===== config.mk =====
export PLATFORM = sky130hd
export DESIGN_NAME = mem_stage_flat
export DESIGN_NICKNAME = d
export VERILOG_FILES = /design/src/rtl/mem_stage_if.sv /design/src/rtl/mem_stage.sv /design/src/flat_wrapper.sv
export SDC_FILE = /design/constraint.sdc
export NUM_CORES = 1
export LEC_CHECK = 0
export ABC_AREA = 0
export BUFFER_PORTS_ARGS = -buffer_cell sky130_fd_sc_hd__buf_2
export CAP_MARGIN = 20
export CORE_AREA = 5 5 187 153
export CTS_BUF_LIST = sky130_fd_sc_hd__clkbuf_16
export CTS_CLUSTER_SIZE = 20
export DETAILED_ROUTE_END_ITERATION = 10
export DIE_AREA = 0 0 192 158
export PLACE_DENSITY = 0.66
export REMOVE_ABC_BUFFERS = 1
export SETUP_SLACK_MARGIN = 0.4
export SLEW_MARGIN = 20
export SYNTH_ARGS = -nofsm -noshare
export SYNTH_HDL_FRONTEND = slang
export SYNTH_SLANG_ARGS = --single-unit

===== constraint.sdc =====
create_clock -name clk -period 2.5 [get_ports clk]
set_input_delay 0.375 -clock clk [delete_from_list [all_inputs] [get_ports clk]]
set_output_delay 0.375 -clock clk [all_outputs]
set_load 0.1 [all_outputs]

===== src/rtl/mem_stage_if.sv =====
// Pipeline channels around the MEM stage: EX->MEM (es_ms_if) and MEM->WB (ms_ws_if).
// Handshake: a transfer happens on a rising clk edge where valid & allowin are both 1.
// Valid never depends on the allowin of its own channel, and the payload is stable while valid is held.

interface es_ms_if;
  logic         es2ms_valid;
  logic         ms_allowin;
  logic [122:0] es2ms_bus;
  logic [39:0]  es_rf_zip;
  logic         ms_ex_to_es;

  modport master (output es2ms_valid, es2ms_bus, es_rf_zip,
                  input  ms_allowin, ms_ex_to_es);
  modport slave  (input  es2ms_valid, es2ms_bus, es_rf_zip,
                  output ms_allowin, ms_ex_to_es);
endinterface

interface ms_ws_if;
  logic         ms2ws_valid;
  logic         ws_allowin;
  logic [116:0] ms2ws_bus;
  logic [38:0]  ms_rf_zip;
  logic         wb_ex;
  logic         ertn_flush;

  modport master (output ms2ws_valid, ms2ws_bus, ms_rf_zip,
                  input  ws_allowin, wb_ex, ertn_flush);
  modport slave  (input  ms2ws_valid, ms2ws_bus, ms_rf_zip,
                  output ws_allowin, wb_ex, ertn_flush);
endinterface


===== src/rtl/mem_stage.sv =====
// LoongArch MEM stage: waits for the data-SRAM response, buffers it against WB back-pressure,
// extracts load data and drops the stale response left behind by a flush.

module mem_stage (
  input  logic          clk,
  input  logic          resetn,
  es_ms_if.slave        es_if,
  ms_ws_if.master       ws_if,
  input  logic          data_sram_data_ok,
  input  logic [31:0]   data_sram_rdata,
  output logic [39:0]   ms_fwd_zip,
  output logic [2:0]    dbg_state_o
);

  logic        ms_valid_q;
  logic        discard_q, discard_d;
  logic        data_buf_vld_q, data_buf_vld_d;
  logic [31:0] data_buf_q, data_buf_d;

  logic [31:0] pc_q;
  logic [4:0]  ld_op_q;
  logic        mem_req_q;
  logic [84:0] except_q;
  logic        csr_re_q;
  logic        res_from_mem_q;
  logic        rf_we_q;
  logic [4:0]  rf_waddr_q;
  logic [31:0] alu_result_q;

  logic        flush;
  logic        resp_ok;
  logic        ms_ready_go;
  logic        ms_allowin;
  logic        ms2ws_valid;
  logic [31:0] ld_raw;
  logic [7:0]  ld_byte;
  logic [15:0] ld_half;
  logic [31:0] ld_ext;
  logic [31:0] rf_wdata;

  assign flush       = ws_if.wb_ex | ws_if.ertn_flush;
  assign resp_ok     = data_sram_data_ok & ~discard_q;
  assign ms_ready_go = ~mem_req_q | data_buf_vld_q | resp_ok;
  assign ms_allowin  = ~ms_valid_q | (ms_ready_go & ws_if.ws_allowin);
  assign ms2ws_valid = ms_valid_q & ms_ready_go;

  always_ff @(posedge clk) begin
    if (!resetn) begin
      ms_valid_q <= 1'b0;
    end else if (flush) begin
      ms_valid_q <= 1'b0;
    end else if (ms_allowin) begin
      ms_valid_q <= es_if.es2ms_valid;
    end
  end

  always_ff @(posedge clk) begin
    if (!resetn) begin
      pc_q           <= 32'd0;
      ld_op_q        <= 5'd0;
      mem_req_q      <= 1'b0;
      except_q       <= 85'd0;
      csr_re_q       <= 1'b0;
      res_from_mem_q <= 1'b0;
      rf_we_q        <= 1'b0;
      rf_waddr_q     <= 5'd0;
      alu_result_q   <= 32'd0;
    end else if (es_if.es2ms_valid && ms_allowin) begin
      {pc_q, ld_op_q, mem_req_q, except_q} <= es_if.es2ms_bus;
      {csr_re_q, res_from_mem_q, rf_we_q, rf_waddr_q, alu_result_q} <= es_if.es_rf_zip;
    end
  end

  // A flush while the request is still in flight leaves one response to swallow later.
  always_comb begin
    discard_d = discard_q;
    if (flush && ms_valid_q && mem_req_q && !data_buf_vld_q && !data_sram_data_ok) begin
      discard_d = 1'b1;
    end else if (discard_q && data_sram_data_ok) begin
      discard_d = 1'b0;
    end
  end

  always_comb begin
    data_buf_vld_d = data_buf_vld_q;
    data_buf_d     = data_buf_q;
    if (flush) begin
      data_buf_vld_d = 1'b0;
    end else if (ms2ws_valid && ws_if.ws_allowin) begin
      data_buf_vld_d = 1'b0;
    end else if (ms_valid_q && mem_req_q && resp_ok && !data_buf_vld_q) begin
      data_buf_vld_d = 1'b1;
      data_buf_d     = data_sram_rdata;
    end
  end

  always_ff @(posedge clk) begin
    if (!resetn) begin
      discard_q      <= 1'b0;
      data_buf_vld_q <= 1'b0;
      data_buf_q     <= 32'd0;
    end else begin
      discard_q      <= discard_d;
      data_buf_vld_q <= data_buf_vld_d;
      data_buf_q     <= data_buf_d;
    end
  end

  assign ld_raw = data_buf_vld_q ? data_buf_q : data_sram_rdata;

  // ld_op is one-hot {b, bu, h, hu, w}.
  always_comb begin
    ld_byte = 8'd0;
    ld_half = alu_result_q[1] ? ld_raw[31:16] : ld_raw[15:0];
    case (alu_result_q[1:0])
      2'd0:    ld_byte = ld_raw[7:0];
      2'd1:    ld_byte = ld_raw[15:8];
      2'd2:    ld_byte = ld_raw[23:16];
      default: ld_byte = ld_raw[31:24];
    endcase
    if (ld_op_q[4])      ld_ext = {{24{ld_byte[7]}}, ld_byte};
    else if (ld_op_q[3]) ld_ext = {24'd0, ld_byte};
    else if (ld_op_q[2]) ld_ext = {{16{ld_half[15]}}, ld_half};
    else if (ld_op_q[1]) ld_ext = {16'd0, ld_half};
    else                 ld_ext = ld_raw;
  end

  assign rf_wdata = res_from_mem_q ? ld_ext : alu_result_q;

  assign es_if.ms_allowin  = ms_allowin;
  // except_zip[5:0] holds the exception/ertn flags; the upper bits carry CSR payload.
  assign es_if.ms_ex_to_es = ms_valid_q & (|except_q[5:0]);

  assign ws_if.ms2ws_valid = ms2ws_valid;
  assign ws_if.ms2ws_bus   = {pc_q, except_q};
  assign ws_if.ms_rf_zip   = {csr_re_q, rf_we_q, rf_waddr_q, rf_wdata};

  assign ms_fwd_zip = {ms_valid_q & (res_from_mem_q | csr_re_q) & ~ms2ws_valid,
                       csr_re_q, rf_we_q & ms_valid_q, rf_waddr_q, rf_wdata};

  assign dbg_state_o = {discard_q, data_buf_vld_q, ms_valid_q};

endmodule


===== src/flat_wrapper.sv =====
// flat-port wrapper written by rule: the top's interface ports become plain ports
module mem_stage_flat 
  (clk, resetn, data_sram_data_ok, data_sram_rdata, ms_fwd_zip, dbg_state_o, es_if_es2ms_valid, es_if_es2ms_bus, es_if_es_rf_zip, es_if_ms_allowin, es_if_ms_ex_to_es, ws_if_ms2ws_valid, ws_if_ms2ws_bus, ws_if_ms_rf_zip, ws_if_ws_allowin, ws_if_wb_ex, ws_if_ertn_flush);
  es_ms_if es_if_i ();
  ms_ws_if ws_if_i ();
  input  logic clk;
  input  logic resetn;
  input  logic data_sram_data_ok;
  input  logic [31:0] data_sram_rdata;
  output logic [39:0] ms_fwd_zip;
  output logic [2:0] dbg_state_o;
  input wire logic [$bits(es_if_i.es2ms_valid)-1:0] es_if_es2ms_valid;
  input wire logic [$bits(es_if_i.es2ms_bus)-1:0] es_if_es2ms_bus;
  input wire logic [$bits(es_if_i.es_rf_zip)-1:0] es_if_es_rf_zip;
  output wire logic [$bits(es_if_i.ms_allowin)-1:0] es_if_ms_allowin;
  output wire logic [$bits(es_if_i.ms_ex_to_es)-1:0] es_if_ms_ex_to_es;
  output wire logic [$bits(ws_if_i.ms2ws_valid)-1:0] ws_if_ms2ws_valid;
  output wire logic [$bits(ws_if_i.ms2ws_bus)-1:0] ws_if_ms2ws_bus;
  output wire logic [$bits(ws_if_i.ms_rf_zip)-1:0] ws_if_ms_rf_zip;
  input wire logic [$bits(ws_if_i.ws_allowin)-1:0] ws_if_ws_allowin;
  input wire logic [$bits(ws_if_i.wb_ex)-1:0] ws_if_wb_ex;
  input wire logic [$bits(ws_if_i.ertn_flush)-1:0] ws_if_ertn_flush;
  assign es_if_i.es2ms_valid = es_if_es2ms_valid;
  assign es_if_i.es2ms_bus = es_if_es2ms_bus;
  assign es_if_i.es_rf_zip = es_if_es_rf_zip;
  assign es_if_ms_allowin = es_if_i.ms_allowin;
  assign es_if_ms_ex_to_es = es_if_i.ms_ex_to_es;
  assign ws_if_ms2ws_valid = ws_if_i.ms2ws_valid;
  assign ws_if_ms2ws_bus = ws_if_i.ms2ws_bus;
  assign ws_if_ms_rf_zip = ws_if_i.ms_rf_zip;
  assign ws_if_i.ws_allowin = ws_if_ws_allowin;
  assign ws_if_i.wb_ex = ws_if_wb_ex;
  assign ws_if_i.ertn_flush = ws_if_ertn_flush;
  mem_stage u_core (.clk(clk), .resetn(resetn), .es_if(es_if_i), .ws_if(ws_if_i), .data_sram_data_ok(data_sram_data_ok), .data_sram_rdata(data_sram_rdata), .ms_fwd_zip(ms_fwd_zip), .dbg_state_o(dbg_state_o));
endmodule

==> impl_metrics.xml <==
<?xml version="1.0" encoding="UTF-8"?>
<metrics>
  <group name="floorplanning">
    <metric name="horizontal_extent_of_the_die" unit="um">192</metric>
    <metric name="floorplan.die_area" unit="um2">30300</metric>
    <metric name="core.rowCount" unit="">54</metric>
    <metric name="die_h" unit="um">158</metric>
    <metric name="num_io_pins" unit="">404</metric>
    <metric name="initial_core_util" unit="">0.343</metric>
    <metric name="floorplan.core_area" unit="um2">26700</metric>
  </group>
  <group name="power_and_ir_drop">
    <metric name="total_leakage_power" unit="uW">0.00655</metric>
    <metric name="sequentialPowerShare" unit="">0.343</metric>
    <metric name="power_report.internal_total" unit="uW">5940</metric>
    <metric name="power.clock.fraction" unit="">0.284</metric>
    <metric name="p_comb_frac" unit="">0.373</metric>
    <metric name="ir_worst_vdd" unit="mV">0.447</metric>
    <metric name="power_density" unit="nW/um2">676</metric>
    <metric name="switching_share" unit="">0.400</metric>
    <metric name="p_sw" unit="uW">3960</metric>
  </group>
  <group name="clocking">
    <metric name="clk_pin_slew_worst_paths" unit="ns">0.08</metric>
    <metric name="cts_sinks" unit="">197</metric>
    <metric name="cts.path.max_buffers" unit="">2</metric>
    <metric name="clk-insertion-delay-late" unit="ns">0.44</metric>
    <metric name="cts_made_buffers" unit="">17</metric>
    <metric name="cts_tree" unit="">built</metric>
    <metric name="clk_root_buffer_cell" unit="">clkbuf_16</metric>
    <metric name="cts.htree.levels" unit="">4</metric>
  </group>
  <group name="synth">
    <metric name="yosysWarnings" unit="">0</metric>
    <metric name="synth.ff_latch_count" unit="">197</metric>
    <metric name="yosysTopAreaCell" unit="">dfxtp_1</metric>
    <metric name="mappedNetlistArea" unit="um2">9160</metric>
    <metric name="sequential_share_of_the_synthesized_area" unit="">0.431</metric>
    <metric name="netlist-cell-type-count" unit="">48</metric>
    <metric name="postSynth.asyncResetShare" unit="">0</metric>
    <metric name="synthTopCellsByArea" unit="">dfxtp_1 (43%), mux2i_1 (21%), nor2b_1 (11%)</metric>
    <metric name="synth_enable_flop_cells" unit="">0</metric>
    <metric name="yosys.area.top_type_share" unit="">0.431</metric>
    <metric name="synthMostInstantiatedCell" unit="">dfxtp_1</metric>
    <metric name="post_synth.cell_area_avg" unit="um2">10.1</metric>
    <metric name="synth_cells" unit="">904</metric>
    <metric name="netlist_top_cells_count" unit="">dfxtp_1 (197), mux2i_1 (191), nor2b_1 (164)</metric>
    <metric name="synthFlopType" unit="">dfxtp_1</metric>
  </group>
  <group name="cells_and_area">
    <metric name="layout-area-overhead-vs-synth" unit="%">60.0</metric>
    <metric name="design_area" unit="um2">14600</metric>
    <metric name="n_fill_cell" unit="">2259</metric>
    <metric name="final_nets" unit="">1515</metric>
    <metric name="final_layout_size_suffix_gt1_frac" unit="">0.478</metric>
  </group>
  <group name="sta">
    <metric name="ratio_of_final_minimum_period_to_clock_period" unit="">1.11</metric>
    <metric name="slew_headroom" unit="">0.465</metric>
    <metric name="fin_skew" unit="ns">0.0140</metric>
    <metric name="setup_slack" unit="ns">-0.285</metric>
    <metric name="timing.final.setup_violations" unit="">62</metric>
    <metric name="period_needed" unit="ns">2.79</metric>
    <metric name="timing.fmax" unit="GHz">0.359</metric>
    <metric name="report.final.hold_viol_count" unit="">0</metric>
    <metric name="timing_max_transition_violations_final" unit="">0</metric>
    <metric name="timing_worst_slew_pin_value" unit="ns">0.802</metric>
    <metric name="grt_setup_unrepaired" unit="">yes</metric>
  </group>
  <group name="global_routing">
    <metric name="grt_pass1_vias" unit="">8253</metric>
    <metric name="track_usage" unit="">0.198</metric>
    <metric name="grt_max_degree" unit="">196</metric>
    <metric name="grt_antenna_before_repair" unit="">2</metric>
    <metric name="wire_length_of_the_first_global_routing_pass" unit="um">46800</metric>
    <metric name="grt_remaining_overflow" unit="">0</metric>
  </group>
  <group name="routing">
    <metric name="drc_violations" unit="">0</metric>
    <metric name="routed-via-count" unit="">8213</metric>
    <metric name="drt_pass1_iterations" unit="">5</metric>
    <metric name="routed_wire_length_per_instance" unit="um">19.4</metric>
    <metric name="wire_length_reported_by_the_detailed_router" unit="um">32800</metric>
    <metric name="drt-vias-per-instance" unit="">4.86</metric>
    <metric name="dr.first_iter.drc_count" unit="">452</metric>
    <metric name="ant_nets" unit="">0</metric>
  </group>
  <group name="critical_path">
    <metric name="cp_cell_sequence" unit="">mux2i_4, nand3b_1, a41o_1, a41o_4, buf_16, o22a_4, buf_12</metric>
    <metric name="worst-setup-path-type" unit="">register to output port</metric>
    <metric name="path_max_fanout" unit="">6</metric>
    <metric name="worst_setup_path_start_kind" unit="">register</metric>
    <metric name="critical_path.n_buffers_inverters" unit="">2</metric>
    <metric name="r2r_start" unit="">u_core.data_buf_vld_q</metric>
    <metric name="setup.worst_path.end_class" unit="">output port</metric>
    <metric name="cp_top_family" unit="">compound AO/OA/AOI/OAI gates</metric>
    <metric name="cp_slowest_stage_delay" unit="ns">0.45</metric>
    <metric name="cp-startpoint" unit="">u_core.data_buf_vld_q</metric>
    <metric name="timing.critical_path.slowest_stage_cell" unit="">dfxtp_4</metric>
    <metric name="worstPathArrival" unit="ns">2.41</metric>
    <metric name="timing.critical_path.required" unit="ns">2.12</metric>
  </group>
  <group name="placed_design">
    <metric name="detailed_place.area" unit="um2">11700</metric>
    <metric name="placement.io_buffers" unit="">402</metric>
    <metric name="dp_hpwl" unit="um">20700</metric>
    <metric name="routabilityCongestion" unit="">0.790</metric>
    <metric name="post-place-ws" unit="ns">-0.102</metric>
  </group>
  <group name="outcome">
    <metric name="failed_checks" unit="">setup timing</metric>
    <metric name="outcome" unit="">finished, violations left</metric>
  </group>
  <group name="min_path">
    <metric name="worstHoldStart" unit="">data_sram_data_ok</metric>
    <metric name="hold_path.class" unit="">input port to register</metric>
  </group>
  <group name="job">
    <metric name="timing.max_cap.violations" unit="">0</metric>
  </group>
</metrics>
routing by layer:
layer	wire [um]	GRT usage	vias to the layer above
met1	13700	0.256	3903
met2	16100	0.324	372
met4	608	0.0580	2
met3	2380	0.0560	53
met5	13	0	-
li1	-	-	3883
worst paths after layout:
| path | end | slack [ns] | cells after the start |
|---|---|---|---|
| worst min-delay path | u_core.discard_q | 0.13 | 2 |
| worst max register to register | u_core.except_q[66] | 0.15 | 13 |
| worst min register to register | u_core.data_buf_q[20] | 0.46 | 2 |
| worst max-delay path | ms_fwd_zip[18] | -0.29 | 7 |
layout by cell type, fill, tap and decap left out, drive strengths merged, types with 2 or more instances in the layout:
cell / netlist / layout
and3: 3 / 3
and2: 2 / 2
o21ai: 7 / 7
a41o: 2 / 2
clkinv: 0 / 5
o22ai: 2 / 2
a311oi: 2 / 2
o2bb2ai: 2 / 2
a31oi: 6 / 6
nand2: 82 / 82
inv: 2 / 11
nor2b: 164 / 164
mux2: 4 / 4
a21boi: 33 / 33
a211oi: 3 / 3
buf: 75 / 487
nand3: 2 / 2
o22a: 18 / 18
mux2i: 191 / 191
nor3: 2 / 2
a22oi: 6 / 6
mux4: 14 / 14
nand3b: 2 / 2
nor2: 31 / 31
dfxtp: 197 / 197
clkbuf: 32 / 27
or2: 2 / 2
a21oi: 3 / 3
or4: 2 / 2
nand2b: 2 / 2
final cells by class:
type                       count  area [um2]  share of cell area
inverter                       2        7.51            0.000513
antenna                        1        2.50            0.000171
multi-input combinational    598        5120               0.350
clock inverter                15         168              0.0114
timing repair buffer         497        4510               0.308
sequential                   197        3960               0.270
tap                          364         455              0.0311
clock buffer                  17         425              0.0290
metrics by stage:
| stage | setup TNS, ns | total power (uW) | util | hold WS (ns) | std cells |
|---|---|---|---|---|---|
| after detailed placement | -0.898 | 6530 | 0.439 | 0.460 | 1608 |
| after global routing | -18.28 | 10200 | 0.549 | 0.0997 | 1691 |
| after global placement | -0.500 | 6510 | 0.439 | 0.448 | 1608 |
| after CTS | -12.45 | 9880 | 0.529 | 0.0886 | 1670 |
| final | -12.90 | 9900 | 0.549 | 0.126 | 1691 |
| after floorplan | -2119.28 | 5900 | - | 0.437 | 797 |
power by group through the flow:
| stage | logic [uW] | clock network [uW] | registers (uW) |
|---|---|---|---|
| 2_1_floorplan | 1520 | 0 | 4380 |
| 3_3_place_gp | 3060 | 0 | 3450 |
| 3_5_place_dp | 3080 | 0 | 3450 |
| 4_1_cts | 3590 | 2890 | 3390 |
| 5_1_grt | 3810 | 3010 | 3420 |
| 6_report | 3690 | 2810 | 3400 |
cells by family (layout without fill, tap and decap cells):
logic type | count (synthesis) | in the layout | synth area share
multiplexers | 209 | 209 | 0.249
AND/OR/NAND/NOR | 298 | 298 | 0.174
flip-flops | 197 | 197 | 0.431
buffers and inverters | 109 | 531 | 0.0713
other | 0 | 1 | 0
AO/OA/AOI/OAI | 91 | 91 | 0.0753
timing repair:
| action | in CTS | in global routing |
|---|---|---|
| gates resized for setup | 309 | 58 |
| pin swaps | 32 | 13 |
| setup buffers | 19 | 10 |
| hold buffers | 0 | 0 |
| endpoints found under the setup margin | 175 | 263 |
| cloned | 11 | 10 |
state kept, by name, summed over array words and instances (netlist names), 4 cells and up:
register             cells
u_core.ld_op_q           4
u_core.alu_result_q     32
u_core.data_buf_q       32
u_core.rf_waddr_q        5
u_core.pc_q             32
u_core.except_q         85
No activity file was read; power rests on OpenSTA's default activity.
